$ cat src/rtl/seq_gen_pkg.sv
// Shared types and constants for the serial sequence generator.
package seq_gen_pkg;
  typedef enum logic [1:0] {IDLE, SEND, GAP} state_t;

  localparam int DEFAULT_MAX_LEN = 16;
  localparam int REPEAT_W        = 8;
  localparam int GAP_W           = 4;
endpackage

$ cat src/rtl/seq_shift_reg.sv
// Parallel-load, MSB-out shift register; a load left-aligns the active
// length-bit window so the first bit to send always sits at the top.
module seq_shift_reg
  import seq_gen_pkg::*;
#(
  parameter int MAX_LEN = DEFAULT_MAX_LEN,
  parameter int LEN_W   = $clog2(MAX_LEN + 1)
) (
  input  logic               clock,
  input  logic               reset,
  input  logic               load,
  input  logic               shift,
  input  logic [MAX_LEN-1:0] pattern_in,
  input  logic [LEN_W-1:0]   length_in,
  output logic               msb
);
  logic [MAX_LEN-1:0] data_reg;
  logic [LEN_W:0]     align;

  // length_in is 1..MAX_LEN whenever load is asserted, so align never underflows
  assign align = (LEN_W + 1)'(MAX_LEN) - {1'b0, length_in};

  always_ff @(posedge clock or posedge reset) begin
    if (reset) begin
      data_reg <= '0;
    end else if (load) begin
      data_reg <= pattern_in << align;
    end else if (shift) begin
      data_reg <= {data_reg[MAX_LEN-2:0], 1'b0};
    end
  end

  assign msb = data_reg[MAX_LEN-1];
endmodule

$ cat src/rtl/sequence_generator.sv
// Serial pattern transmitter: captures a pattern on start and sends it
// MSB-first, optionally repeating it with an idle gap between frames.
module sequence_generator
  import seq_gen_pkg::*;
#(
  parameter int MAX_LEN = DEFAULT_MAX_LEN,
  parameter int LEN_W   = $clog2(MAX_LEN + 1)
) (
  input  logic                clock,
  input  logic                reset,
  input  logic                start,
  input  logic                abort,
  input  logic [MAX_LEN-1:0]  pattern_in,
  input  logic [LEN_W-1:0]    length_in,
  input  logic [REPEAT_W-1:0] repeat_in,
  input  logic [GAP_W-1:0]    gap_in,
  output logic                sequence_out,
  output logic                bit_valid,
  output logic                frame_start,
  output logic                busy,
  output logic                done
);
  state_t state_reg, state_next;
  logic [MAX_LEN-1:0]  pat_reg, pat_next;
  logic [LEN_W-1:0]    len_reg, len_next, len_clamped;
  logic [GAP_W-1:0]    gap_reg, gap_next;
  logic [LEN_W-1:0]    bit_cnt_reg, bit_cnt_next;
  logic [REPEAT_W-1:0] frame_cnt_reg, frame_cnt_next;
  logic [GAP_W-1:0]    gap_cnt_reg, gap_cnt_next;
  logic bit_valid_reg, bit_valid_next;
  logic frame_start_reg, frame_start_next;
  logic busy_reg, busy_next;
  logic done_reg, done_next;
  logic sr_load, sr_shift, sr_msb;
  logic [MAX_LEN-1:0] sr_pattern;
  logic [LEN_W-1:0]   sr_length;

  assign len_clamped = (length_in > LEN_W'(MAX_LEN)) ? LEN_W'(MAX_LEN) : length_in;

  seq_shift_reg #(.MAX_LEN(MAX_LEN), .LEN_W(LEN_W)) u_shift (
    .clock     (clock),
    .reset     (reset),
    .load      (sr_load),
    .shift     (sr_shift),
    .pattern_in(sr_pattern),
    .length_in (sr_length),
    .msb       (sr_msb)
  );

  always_ff @(posedge clock or posedge reset) begin
    if (reset) begin
      state_reg       <= IDLE;
      pat_reg         <= '0;
      len_reg         <= '0;
      gap_reg         <= '0;
      bit_cnt_reg     <= '0;
      frame_cnt_reg   <= '0;
      gap_cnt_reg     <= '0;
      bit_valid_reg   <= 1'b0;
      frame_start_reg <= 1'b0;
      busy_reg        <= 1'b0;
      done_reg        <= 1'b0;
    end else begin
      state_reg       <= state_next;
      pat_reg         <= pat_next;
      len_reg         <= len_next;
      gap_reg         <= gap_next;
      bit_cnt_reg     <= bit_cnt_next;
      frame_cnt_reg   <= frame_cnt_next;
      gap_cnt_reg     <= gap_cnt_next;
      bit_valid_reg   <= bit_valid_next;
      frame_start_reg <= frame_start_next;
      busy_reg        <= busy_next;
      done_reg        <= done_next;
    end
  end

  always_comb begin
    state_next       = state_reg;
    pat_next         = pat_reg;
    len_next         = len_reg;
    gap_next         = gap_reg;
    bit_cnt_next     = bit_cnt_reg;
    frame_cnt_next   = frame_cnt_reg;
    gap_cnt_next     = gap_cnt_reg;
    bit_valid_next   = 1'b0;
    frame_start_next = 1'b0;
    busy_next        = 1'b0;
    done_next        = 1'b0;
    sr_load          = 1'b0;
    sr_shift         = 1'b0;
    // the shift register loads straight from the inputs on the accepting edge
    sr_pattern       = (state_reg == IDLE) ? pattern_in : pat_reg;
    sr_length        = (state_reg == IDLE) ? len_clamped : len_reg;

    case (state_reg)
      IDLE: begin
        if (start) begin
          if (len_clamped == '0) begin
            done_next = 1'b1;
          end else begin
            pat_next         = pattern_in;
            len_next         = len_clamped;
            gap_next         = gap_in;
            frame_cnt_next   = repeat_in;
            bit_cnt_next     = len_clamped - LEN_W'(1);
            sr_load          = 1'b1;
            bit_valid_next   = 1'b1;
            frame_start_next = 1'b1;
            busy_next        = 1'b1;
            state_next       = SEND;
          end
        end
      end
      SEND: begin
        if (abort) begin
          state_next = IDLE;
        end else if (bit_cnt_reg != '0) begin
          sr_shift       = 1'b1;
          bit_cnt_next   = bit_cnt_reg - LEN_W'(1);
          bit_valid_next = 1'b1;
          busy_next      = 1'b1;
        end else if (frame_cnt_reg != '0) begin
          frame_cnt_next = frame_cnt_reg - REPEAT_W'(1);
          busy_next      = 1'b1;
          if (gap_reg != '0) begin
            gap_cnt_next = gap_reg - GAP_W'(1);
            state_next   = GAP;
          end else begin
            sr_load          = 1'b1;
            bit_cnt_next     = len_reg - LEN_W'(1);
            bit_valid_next   = 1'b1;
            frame_start_next = 1'b1;
          end
        end else begin
          done_next  = 1'b1;
          state_next = IDLE;
        end
      end
      GAP: begin
        if (abort) begin
          state_next = IDLE;
        end else begin
          busy_next = 1'b1;
          if (gap_cnt_reg == '0) begin
            sr_load          = 1'b1;
            bit_cnt_next     = len_reg - LEN_W'(1);
            bit_valid_next   = 1'b1;
            frame_start_next = 1'b1;
            state_next       = SEND;
          end else begin
            gap_cnt_next = gap_cnt_reg - GAP_W'(1);
          end
        end
      end
      default: state_next = IDLE;
    endcase
  end

  assign sequence_out = bit_valid_reg & sr_msb;
  assign bit_valid    = bit_valid_reg;
  assign frame_start  = frame_start_reg;
  assign busy         = busy_reg;
  assign done         = done_reg;
endmodule

$ cat config.mk
export PLATFORM = sky130hd
export DESIGN_NAME = sequence_generator
export DESIGN_NICKNAME = d
export VERILOG_FILES = /design/src/rtl/seq_gen_pkg.sv /design/src/rtl/seq_shift_reg.sv /design/src/rtl/sequence_generator.sv
export SDC_FILE = /design/constraint.sdc
export NUM_CORES = 1
export LEC_CHECK = 0
export BUFFER_PORTS_ARGS = -buffer_cell sky130_fd_sc_hd__buf_2
export CAP_MARGIN = 20
export CELL_PAD_IN_SITES_DETAIL_PLACEMENT = 0
export CELL_PAD_IN_SITES_GLOBAL_PLACEMENT = 2
export CORE_MARGIN = 8
export CORE_UTILIZATION = 30
export DETAILED_ROUTE_END_ITERATION = 10
export GPL_TIMING_DRIVEN = 0
export PLACE_DENSITY_LB_ADDON = 0.05
export SLEW_MARGIN = 20
export SYNTH_ARGS = -nofsm -noshare
export SYNTH_HDL_FRONTEND = slang
export SYNTH_HIERARCHICAL = 1
export SYNTH_SLANG_ARGS = --single-unit
$ cat constraint.sdc
create_clock -name clock -period 5.1 [get_ports clock]
set_input_delay 0.255 -clock clock [delete_from_list [all_inputs] [get_ports clock]]
set_output_delay 0.255 -clock clock [all_outputs]
set_load 0.02 [all_outputs]
# == Word-level counts from Yosys, hierarchy flattened ==
# Cells that the tools add are included.
# totals
input_bits,37
ff_bits,64
# op_classes
bitwise_logic,2
add_sub_neg,7
n_reduce_logical,15
shift,1
order_cmp,1
eq_ne,16
n_mux,62
# ops
cell,count
5-bit 2-to-1 mux,10
16-bit 2-to-1 mux,3
8-bit 2-to-1 mux,5
4-bit 2-to-1 mux,6
1-bit 2-to-1 mux,22
"2-bit inequality test, second input constant",9
2-bit 2-to-1 mux,8
8-bit case mux with 2 select lines,1
16-bit by 6-bit left shift with 16-bit output,1
5-bit case mux with 3 select lines,1
"5-bit by 1-bit subtractor with 5-bit output, second input constant",3
"3-bit inequality test, second input constant",4
1-bit case mux with 3 select lines,3
4-bit case mux with 2 select lines,1
8-bit AND reduction,1
8-bit nonzero test,1
"4-bit by 1-bit subtractor with 4-bit output, second input constant",2
"8-bit by 1-bit subtractor with 8-bit output, second input constant",1
7-bit AND reduction,1
2-bit case mux with 3 select lines,1
6-bit AND reduction,1
2-bit nonzero test,3
"5-bit by 5-bit subtractor with 6-bit output, first input constant",1
"5-bit > comparator, second input constant",1
other kinds (14),14

# == Depth between registers and ports, before layout ==
# Gate-level depths: netlist of the first run.
# logic_depth
ltp_word,7
mapped_depth,15

# == Modules after synthesis ==
# The synthesis of the first run kept the hierarchy.
# by_module_without_submodules
mod,cells_each,instances,area_each_um2
sequence_generator,333,1,3054.2
seq_shift_reg,196,1,1727.9

# == Worst setup path after synthesis of the first run ==
# No wires, ideal clock.
# synth_path
path_type,register -> register
start,register state_reg[0]
end,register u_shift.data_reg[11]
setup_ps,138
path_buffers,5
path_stages_with_launch,15
t_arrival_ps,3702
path_slack_ps,1260
synth_period_minus_slack_ps,3840
required_time_ps,4962
cell_sequence,dfrtp_1 inv_1 ha_1 clkbuf_1 buf_1 mux2i_1 buf_6 buf_2 inv_1 ha_1 xor2_1 clkbuf_1 mux4_2 a21oi_1 o22ai_1
# synth_via
elab_chain_cells,5
# synth_lines
element,line_no,text
start: declaration,sequence_generator.sv:23,"state_t state_reg, state_next;"
start signal: assignment,sequence_generator.sv:64,state_reg <= state_next;
2-bit logical NOT,sequence_generator.sv:94,sr_length = (state_reg == IDLE) ? len_clamped : len_reg;
5-bit 2-to-1 mux,sequence_generator.sv:94,
via sr_length[0],sequence_generator.sv:36,logic [LEN_W-1:0] sr_length;
5-bit by 5-bit subtractor with 6-bit output,seq_shift_reg.sv:21,"assign align = (LEN_W + 1)'(MAX_LEN) - {1'b0, length_in};"
16-bit by 6-bit left shift with 16-bit output,seq_shift_reg.sv:27,data_reg <= pattern_in << align;
16-bit 2-to-1 mux,seq_shift_reg.sv:26,end else if (load) begin
end signal: assignment,seq_shift_reg.sv:27,
end signal: assignment,seq_shift_reg.sv:29,"data_reg <= {data_reg[MAX_LEN-2:0], 1'b0};"
end: declaration,seq_shift_reg.sv:17,logic [MAX_LEN-1:0] data_reg;
# The timed path passes the listed nets, and every way through them passes these cells.
# A chain may end at the register's enable or synchronous reset.

# == Final worst setup path of the first run ==
# layout_path
start,register state_reg[0]
end,register u_shift.data_reg[14]
# The elaborated chain is that of the path after synthesis.

==> results.json, run 1 <==
{
  "coreArea_um2": 15700,
  "worstMarginPinSlew_ns": 1.12,
  "synth_ff_type": "dfrtp_1",
  "clock.fmax_mhz": 217,
  "rows": 46,
  "start_util": 0.304,
  "clk_latency_ns": 0.34,
  "grt_start_max_net_pins": 49,
  "cts_resized": 0,
  "critPathKind": "flop to flop",
  "ys_types": 79,
  "n_antenna_cell": 0,
  "avgSynthCellArea_um2": 9.04,
  "gp_congestion": 0.818,
  "slowest_stage": "a21oi_1",
  "ios": 42,
  "fillCellCount": 1665,
  "first_iter_violations": 197,
  "port_buffers": 41,
  "power.density_nw_per_um2": 867,
  "post-dp-hpwl_mm": 11.0,
  "antenna_found_initial": 0,
  "cts_setup_buffers": 0,
  "ant_nets": 0,
  "cts_tree": "built",
  "wl_per_cell_um": 18.3,
  "async_reset_ff_frac": 1.00,
  "cts_sinks": 64,
  "worstSetupStartpointType": "flop",
  "status": "complete, no violations",
  "crit_arrival_ns": 4.86,
  "netlist_instances": 529,
  "synth_compound_area_frac": 0.214,
  "synth_mux_area_frac": 0.149,
  "stdcell_count": 802,
  "synth-xor-area-share": 0.0183,
  "synth_edf_count": 0,
  "die_area_um2": 20200,
  "wirelength_mm": 14.7,
  "fin_crit_ns": 4.61,
  "irDropWorstVdd_mv": 0.371,
  "globalRouteOverflowTotal": 0,
  "drive_above_1_share": 0.213,
  "drt_pre_antenna_iters": 4,
  "ys_seq_area_frac": 0.335,
  "grt_pass1_wl_mm": 23.6,
  "hold_path.class": "input port to asynchronous set/reset pin",
  "cts-htree-levels": 3,
  "p_leak_nw": 2.42,
  "max_cap_violations": 0,
  "slew_viol_final": 0,
  "hold_buffers": 0,
  "die_x_um": 142,
  "viasPerCell": 5.15,
  "syn_nets": 578,
  "track_usage": 0.150,
  "cts_buffer_depth": 2,
  "endpoint_kind": "flop",
  "hold_violations": 0,
  "skew_ns": 0.00766,
  "path_cells": "inv_1 -> ha_1 -> clkbuf_1 -> clkbuf_2 -> mux2i_1 -> buf_6 -> buf_2 -> inv_1 -> ha_1 -> nor3b_1 -> mux2_2 -> a21oi_1 -> a31oi_1 -> a31oi_1",
  "synth-simple-area-share": 0.184,
  "timing.hold.ws_ns": 0.0116,
  "final_common_cell": "nand2_1",
  "grt_pass1_vias": 4294,
  "ys.warnings.count": 6,
  "cts_root_buffer": "clkbuf_16",
  "clk_pin_slew_ns": 0.06,
  "rsz0062_at_grt": "false",
  "area_growth_pct": 16.6,
  "setup_violations": 0,
  "die_h_um": 142,
  "netlist_area_um2": 4780,
  "final_cell_mix": "89 x nand2_1, 64 x dfrtp_1, 42 x buf_2",
  "finalCritPeriodShare": 0.904,
  "final.setup.tns_ns": 0,
  "nets": 630,
  "cts_buffers": 9,
  "synth_top_family_by_area": "compound AO/OA/AOI/OAI gates",
  "drcViolationCount": 0,
  "synth_adder_area_share": 0.0314,
  "cp_slowest_stage_delay_ns": 0.70,
  "num_vias": 4131,
  "dp_cells": 786,
  "worstPathRequired_ns": 5.36,
  "path_max_fanout": 10,
  "relSlewSlack": 0.243,
  "synth-seq-cells": 64
}
## where the power goes
group / switching [W] / internal, W
sequential: 0.000177 / 0.000761
clock: 0.000245 / 0.000442
combinational: 0.00187 / 0.00134
total: 0.00230 / 0.00254
## per-layer routing
| metal | global-route usage | wire length (um) | up-vias | share of wire |
|---|---|---|---|---|
| met1 | 0.185 | 6690 | 2025 | 0.46 |
| met3 | 0.0252 | 507 | 12 | 0.035 |
| li1 | - | - | 2035 | - |
| met4 | 0.0560 | 188 | 0 | 0.013 |
| met5 | 0 | 0 | - | 0 |
| met2 | 0.256 | 7260 | 59 | 0.50 |
## Yosys cell counts, types with 6 or more instances
cell type | number | area, um^2
a21oi_1 | 33 | 165
a221oi_1 | 7 | 61.3
a22oi_1 | 6 | 45.0
a31oi_1 | 8 | 50.1
buf_6 | 7 | 78.8
clkbuf_1 | 19 | 71.3
dfrtp_1 | 64 | 1600
ha_1 | 12 | 150
inv_1 | 31 | 116
mux2_2 | 31 | 349
mux2i_1 | 23 | 230
mux4_2 | 6 | 135
nand2_1 | 89 | 334
nor2_1 | 31 | 116
nor2b_1 | 7 | 43.8
nor3_1 | 10 | 50.1
o21ai_0 | 18 | 90.1
o22ai_1 | 7 | 43.8
## cell families (layout without fill, tap and decap cells)
logic type / count (synthesis) / in the layout
AO/OA/AOI/OAI: 141 / 141
multiplexers: 60 / 60
AND/OR/NAND/NOR: 177 / 177
XOR/XNOR: 10 / 10
flip-flops: 64 / 64
buffers and inverters: 65 / 122
adder cells (fa/ha/maj): 12 / 12
## cell type report
type | count | area, um^2 | area share
multi-input cells | 400 | 2850 | 0.511
plain buffers | 33 | 210 | 0.0377
well taps | 216 | 270 | 0.0485
flip-flops and latches | 64 | 1600 | 0.287
clock inverters | 3 | 65.1 | 0.0117
clock buffers | 13 | 250 | 0.0449
repair buffers | 41 | 205 | 0.0368
inverters | 32 | 123 | 0.0220
## final timing paths
path                               from                    to  slack, ns  cells past startpoint
max in group asynchronous         reset            pat_reg[4]       4.63                      2
min in group clock            gap_in[0]            gap_reg[0]       0.10                      3
max                        state_reg[0]  u_shift/data_reg[14]       0.49                     14
min                               reset      frame_cnt_reg[4]       0.01                      2
min reg2reg                  pat_reg[4]            pat_reg[4]       0.47                      2
max reg2reg                state_reg[0]  u_shift/data_reg[14]       0.49                     14
## worst max-delay path, delay by kind of cell, from the launching register on
family / cells / cell delay, ns
buffers and inverters: 6 / 1.53
AOI/OAI and AO/OA: 3 / 1.09
muxes: 2 / 0.89
adders and majority gates: 2 / 0.42
DFF: 1 / 0.40
and+or+nand+nor: 1 / 0.18
## through the flow
| stage | setup WS (ns) | instance area, um^2 | utilization | power (W) |
|---|---|---|---|---|
| after floorplan | 1.26 | 4780 | - | 0.00333 |
| after global placement | 0.238 | 5260 | 0.335 | 0.00417 |
| after detailed placement | 0.291 | 5260 | 0.335 | 0.00417 |
| after CTS | 0.250 | 5580 | 0.355 | 0.00489 |
| after global routing | 0.102 | 5580 | 0.355 | 0.00524 |
| final | 0.491 | 5580 | 0.355 | 0.00483 |
Note: power is estimated with default switching activity, not from simulation.
==> inputs of run 2 (changes only) <==
- ABC_CLOCK_PERIOD_IN_PS: not set -> 5100
- PLACE_DENSITY_LB_ADDON: 0.05 -> 0.1
==> run 2 against run 1 <==
Effect of this change: clock-buffer cell count rose by 1; hold slack better by 0.095 ns; critical path depth unchanged; sequential power about the same; critical path type unchanged; fmax down 0.50%; utilization increased by 0.30 points; via count decreased by 2.0%; wire length is 3.4% lower; global-route usage barely moved.
==> results.json, run 2 (synthesis gave the netlist of run 1 again) <==
{
  "status": "complete, no violations",
  "slew_viol_final": 0,
  "hold_path.class": "input port to flop",
  "worstPathRequired_ns": 5.36,
  "grt_start_max_net_pins": 49,
  "nets": 632,
  "fin_area_um2": 5630,
  "p_leak_nw": 2.44,
  "setup_violations": 0,
  "rsz0062_at_grt": "false",
  "final_cell_mix": "89 x nand2_1, 64 x dfrtp_1, 42 x buf_2",
  "final_common_cell": "nand2_1",
  "path_max_fanout": 10,
  "track_usage": 0.149,
  "wirelength_mm": 14.2,
  "clockPowerShare": 0.138,
  "post-dp-hpwl_mm": 10.8,
  "crit_arrival_ns": 4.90,
  "viasPerCell": 5.03,
  "critPathKind": "flop to flop",
  "met2_length_mm": 7.13,
  "cts_tree": "built",
  "port_buffers": 41,
  "cts-htree-levels": 3,
  "relSlewSlack": 0.377,
  "endpoint_kind": "flop",
  "clk_latency_ns": 0.34,
  "wl_met1_mm": 6.26,
  "p_sw_w": 0.00227,
  "cts_root_buffer": "clkbuf_16",
  "n_antenna_cell": 0,
  "skew_ns": 0.00510,
  "path_delay_family": "buffers and inverters",
  "globalRouteOverflowTotal": 0,
  "irDropWorstVdd_mv": 0.313,
  "final.setup.tns_ns": 0,
  "gp_congestion": 0.842,
  "antenna_found_initial": 0,
  "max_cap_violations": 0,
  "die_h_um": 142,
  "finalCritPeriodShare": 0.908,
  "first_iter_violations": 280,
  "rows": 46,
  "power.total_w": 0.00480,
  "ios": 42,
  "fin_crit_ns": 4.63,
  "dpl_cell_area_um2": 5290,
  "area_growth_pct": 17.6,
  "power_frac_seq": 0.196,
  "grt_pass1_vias": 4358,
  "path_cells": "inv_1 -> ha_1 -> clkbuf_1 -> clkbuf_2 -> mux2i_1 -> buf_6 -> buf_2 -> inv_1 -> ha_1 -> nor3b_1 -> mux2_2 -> a21oi_1 -> a31oi_1 -> a31oi_1",
  "grt_pass1_wl_mm": 23.6,
  "drive_above_1_share": 0.219,
  "slowest_stage": "a21oi_1",
  "clk_pin_slew_ns": 0.06,
  "cp_num_buf_inv": 6,
  "pwr-share-comb": 0.666,
  "hold_violations": 0,
  "coreArea_um2": 15700,
  "cts_buffer_depth": 2,
  "top_layer": "met4",
  "drcViolationCount": 0,
  "worstSetupStartpointType": "flop",
  "worstMarginPinSlew_ns": 0.925,
  "power.density_nw_per_um2": 853,
  "wl_met3_um": 457,
  "ant_nets": 0,
  "fillCellCount": 1655,
  "clock.fmax_mhz": 216,
  "cts_setup_buffers": 0,
  "sw_frac_of_total": 0.472,
  "intPower_w": 0.00253,
  "cp_slowest_stage_delay_ns": 0.71,
  "die_x_um": 142,
  "wl_per_cell_um": 17.6,
  "num_vias": 4048,
  "cts_buffers": 9,
  "drt_pre_antenna_iters": 4,
  "start_util": 0.304,
  "die_area_um2": 20200,
  "cts_sinks": 64
}
## run 2: cell count changes in the layout (fill, tap and decap cells not counted)
cell,change
clkbuf_8,+3
nor4b_2,+1
buf_16,+1
dlygate4sd3_1,+1
nor4b_1,-1
bufinv_16,-1
clkbuf_1,-2
## run 2: area by class of cell
class,instances,area (um^2),area share
Timing Repair Buffer,43,243,0.0431
Buffer,33,210,0.0374
Sequential cell,64,1600,0.285
Clock buffer,14,284,0.0505
Inverter,32,123,0.0218
Tap cell,216,270,0.0480
Multi-Input combinational cell,400,2860,0.508
Clock inverter,2,35.0,0.00623
## run 2: power by group through the flow
stage | Combinational [W] | Sequential (W) | Clock [W]
3_5_place_dp | 0.00321 | 0.000946 | 0
5_1_grt | 0.00354 | 0.000972 | 0.000706
6_report | 0.00320 | 0.000939 | 0.000665
3_3_place_gp | 0.00321 | 0.000937 | 0
2_1_floorplan | 0.00242 | 0.000908 | 0
4_1_cts | 0.00323 | 0.000938 | 0.000688
## run 2: repair_timing
item / CTS / global route
gates resized for setup: 0 / 3
endpoints found under the setup margin: 0 / 11
endpoints found under the hold margin: 48 / 0
hold buffers: 1 / 0
## run 2: metrics by stage
stage / setup WS, ns / cells / utilization / hold slack, ns
floorplan: 1.26 / 529 / - / 0.169
global placement: 0.245 / 786 / 0.335 / 0.384
detailed placement: 0.228 / 787 / 0.337 / 0.341
CTS: 0.231 / 804 / 0.357 / 0.0935
global route: 0.0523 / 804 / 0.358 / 0.0988
finish: 0.468 / 804 / 0.358 / 0.107
## run 2: metal layers
| layer | GRT usage | vias up |
|---|---|---|
| li1 | - | 2035 |
| met1 | 0.183 | 1933 |
| met2 | 0.254 | 62 |
| met3 | 0.0231 | 18 |
| met4 | 0.0644 | 0 |
| met5 | 0 | - |
## run 2: path summary, 6_finish.rpt
path                              startpoint  cells after the start              endpoint  slack, ns
max in group asynchronous              reset                      3   u_shift/data_reg[1]       4.13
worst max-delay path            state_reg[0]                     14  u_shift/data_reg[14]       0.47
worst max register to register  state_reg[0]                     14  u_shift/data_reg[14]       0.47
worst min register to register   pat_reg[11]                      2           pat_reg[11]       0.47
min in group asynchronous              reset                      4      frame_cnt_reg[4]       0.52
worst min-delay path               gap_in[2]                      3            gap_reg[2]       0.11
## run 2: worst min-delay path, cell delays in order
cell     delay, ns
buf_2         0.08
nand2_1       0.04
nand2_1       0.05
==> inputs of run 3 (changes only) <==
- RECOVER_POWER: not set -> 100
==> run 3 against run 2 <==
Effect of this change: combinational power about the same; final cell count unchanged; critical path type unchanged; total power down 0.61%; clock power about the same; critical path depth unchanged; the run now ends with max-capacitance violations, max-slew violations left; utilization down 0.42 points; clock-buffer cell count unchanged; final area down 1.2%; sequential cell count unchanged; register-to-register slack about the same; wire length up 0.40%; critical endpoint unchanged; first-iteration DRC count up 2.1%.
==> results.json, run 3 (synthesis gave the netlist of run 1 again) <==
{
  "slowest_stage": "a21oi_1",
  "hold_violations": 0,
  "drt_pre_antenna_iters": 4,
  "final_cell_mix": "89 x nand2_1, 64 x dfrtp_1, 36 x buf_2",
  "port_buffers": 41,
  "rows": 46,
  "path_max_fanout": 10,
  "fillCellCount": 1667,
  "ant_nets": 0,
  "cts-htree-levels": 3,
  "final_core_util": 0.354,
  "cts_tree": "built",
  "cts_setup_buffers": 0,
  "relSlewSlack": -0.944,
  "drcViolationCount": 0,
  "worstSetupStartpointType": "flop",
  "coreArea_um2": 15700,
  "drive_above_1_share": 0.196,
  "wirelength_mm": 14.2,
  "ios": 42,
  "crit_arrival_ns": 4.91,
  "rsz0062_at_grt": "false",
  "slew_viol_final": 49,
  "clk_pin_slew_ns": 0.06,
  "clk_latency_ns": 0.34,
  "die_x_um": 142,
  "antenna_found_initial": 0,
  "post-dp-hpwl_mm": 10.8,
  "endpoint_kind": "flop",
  "skew_ns": 0.00486,
  "setup_violations": 0,
  "timing.hold.ws_ns": 0.107,
  "path_delay_family": "buffers and inverters",
  "gp_congestion": 0.842,
  "grt_start_max_net_pins": 49,
  "worstMarginPinSlew_ns": 2.92,
  "num_vias": 4061,
  "n_antenna_cell": 0,
  "hold_path.class": "input port to flop",
  "die_area_um2": 20200,
  "final.setup.tns_ns": 0,
  "worstPathRequired_ns": 5.36,
  "grt_pass1_wl_mm": 23.6,
  "nets": 632,
  "wl_per_cell_um": 17.7,
  "critPathKind": "flop to flop",
  "track_usage": 0.149,
  "p_leak_nw": 2.39,
  "violations": "max-capacitance violations, max-slew violations",
  "area_growth_pct": 16.2,
  "stdcell_count": 804,
  "cts_buffers": 9,
  "globalRouteOverflowTotal": 0,
  "irDropWorstVdd_mv": 0.315,
  "clock.fmax_mhz": 215,
  "grt_pass1_vias": 4358,
  "finalCritPeriodShare": 0.911,
  "power.density_nw_per_um2": 858,
  "fin_crit_ns": 4.65,
  "viasPerCell": 5.05,
  "cts_root_buffer": "clkbuf_16",
  "cts_sinks": 64,
  "cp_num_buf_inv": 6,
  "first_iter_violations": 286,
  "cp_slowest_stage_delay_ns": 0.72,
  "final_common_cell": "nand2_1",
  "die_h_um": 142,
  "cts_buffer_depth": 2,
  "max_cap_violations": 1,
  "start_util": 0.304,
  "status": "complete, but fails checks",
  "path_cells": "inv_1 -> ha_1 -> clkbuf_1 -> clkbuf_2 -> mux2i_1 -> buf_6 -> buf_2 -> inv_1 -> ha_1 -> nor3b_1 -> mux2_2 -> a21oi_1 -> a31oi_1 -> a31oi_1",
  "dp_cells": 787
}
run 3: worst reg2reg max path, delay by kind of cell, from the launching register on:
kind | cells | cell delay (ns)
muxes | 2 | 0.85
AOI/OAI and AO/OA | 3 | 1.11
buffers and inverters | 6 | 1.62
and+or+nand+nor | 1 | 0.17
adders and majority gates | 2 | 0.44
DFF | 1 | 0.40
run 3: power by group:
part	switching [W]	internal [W]	total, W	leakage (nW)
Sequential	0.000176	0.000761	0.000937	0.783
Clock	0.000234	0.000431	0.000665	0.159
Combinational	0.00185	0.00132	0.00317	1.45
Total	0.00226	0.00251	0.00477	2.39
run 3: per-layer routing:
| layer | vias up | GRT usage | part of all wire |
|---|---|---|---|
| met5 | - | 0 | 0 |
| met4 | 0 | 0.0644 | 0.022 |
| met3 | 18 | 0.0231 | 0.031 |
| met2 | 67 | 0.254 | 0.50 |
| met1 | 1941 | 0.183 | 0.44 |
| li1 | 2035 | - | - |
run 3: repair_timing:
item | CTS | global route
resized for setup | 0 | 3
hold buffers | 1 | 0
endpoints found under the setup margin | 0 | 11
endpoints found under the hold margin | 48 | 0
run 3: through the flow:
stage	setup slack (ns)	total power, W	area (um^2)
after floorplan	1.26	0.00333	4780
after global placement	0.245	0.00414	5260
after detailed placement	0.228	0.00416	5290
after CTS	0.231	0.00485	5620
after global routing	0.0517	0.00519	5560
final	0.453	0.00477	5560
run 3: cell type report:
class / count / area [um^2] / area share
repair buffers: 43 / 211 / 0.0380
multi-input cells: 400 / 2830 / 0.509
clock inverters: 2 / 35.0 / 0.00630
inverters: 32 / 123 / 0.0221
flip-flops and latches: 64 / 1600 / 0.288
well taps: 216 / 270 / 0.0486
plain buffers: 33 / 203 / 0.0365
clock buffers: 14 / 284 / 0.0511
run 3: worst paths after layout:
path	endpoint	depth (start not counted)	from	slack, ns
setup / recovery	u_shift/data_reg[14]	14	state_reg[0]	0.45
hold / removal	gap_reg[2]	3	gap_in[2]	0.11
setup reg to reg	u_shift/data_reg[14]	14	state_reg[0]	0.45
hold reg to reg	pat_reg[11]	2	pat_reg[11]	0.47
max in group asynchronous	pat_reg[0]	4	reset	1.85
min in group asynchronous	u_shift/data_reg[13]	3	reset	0.58
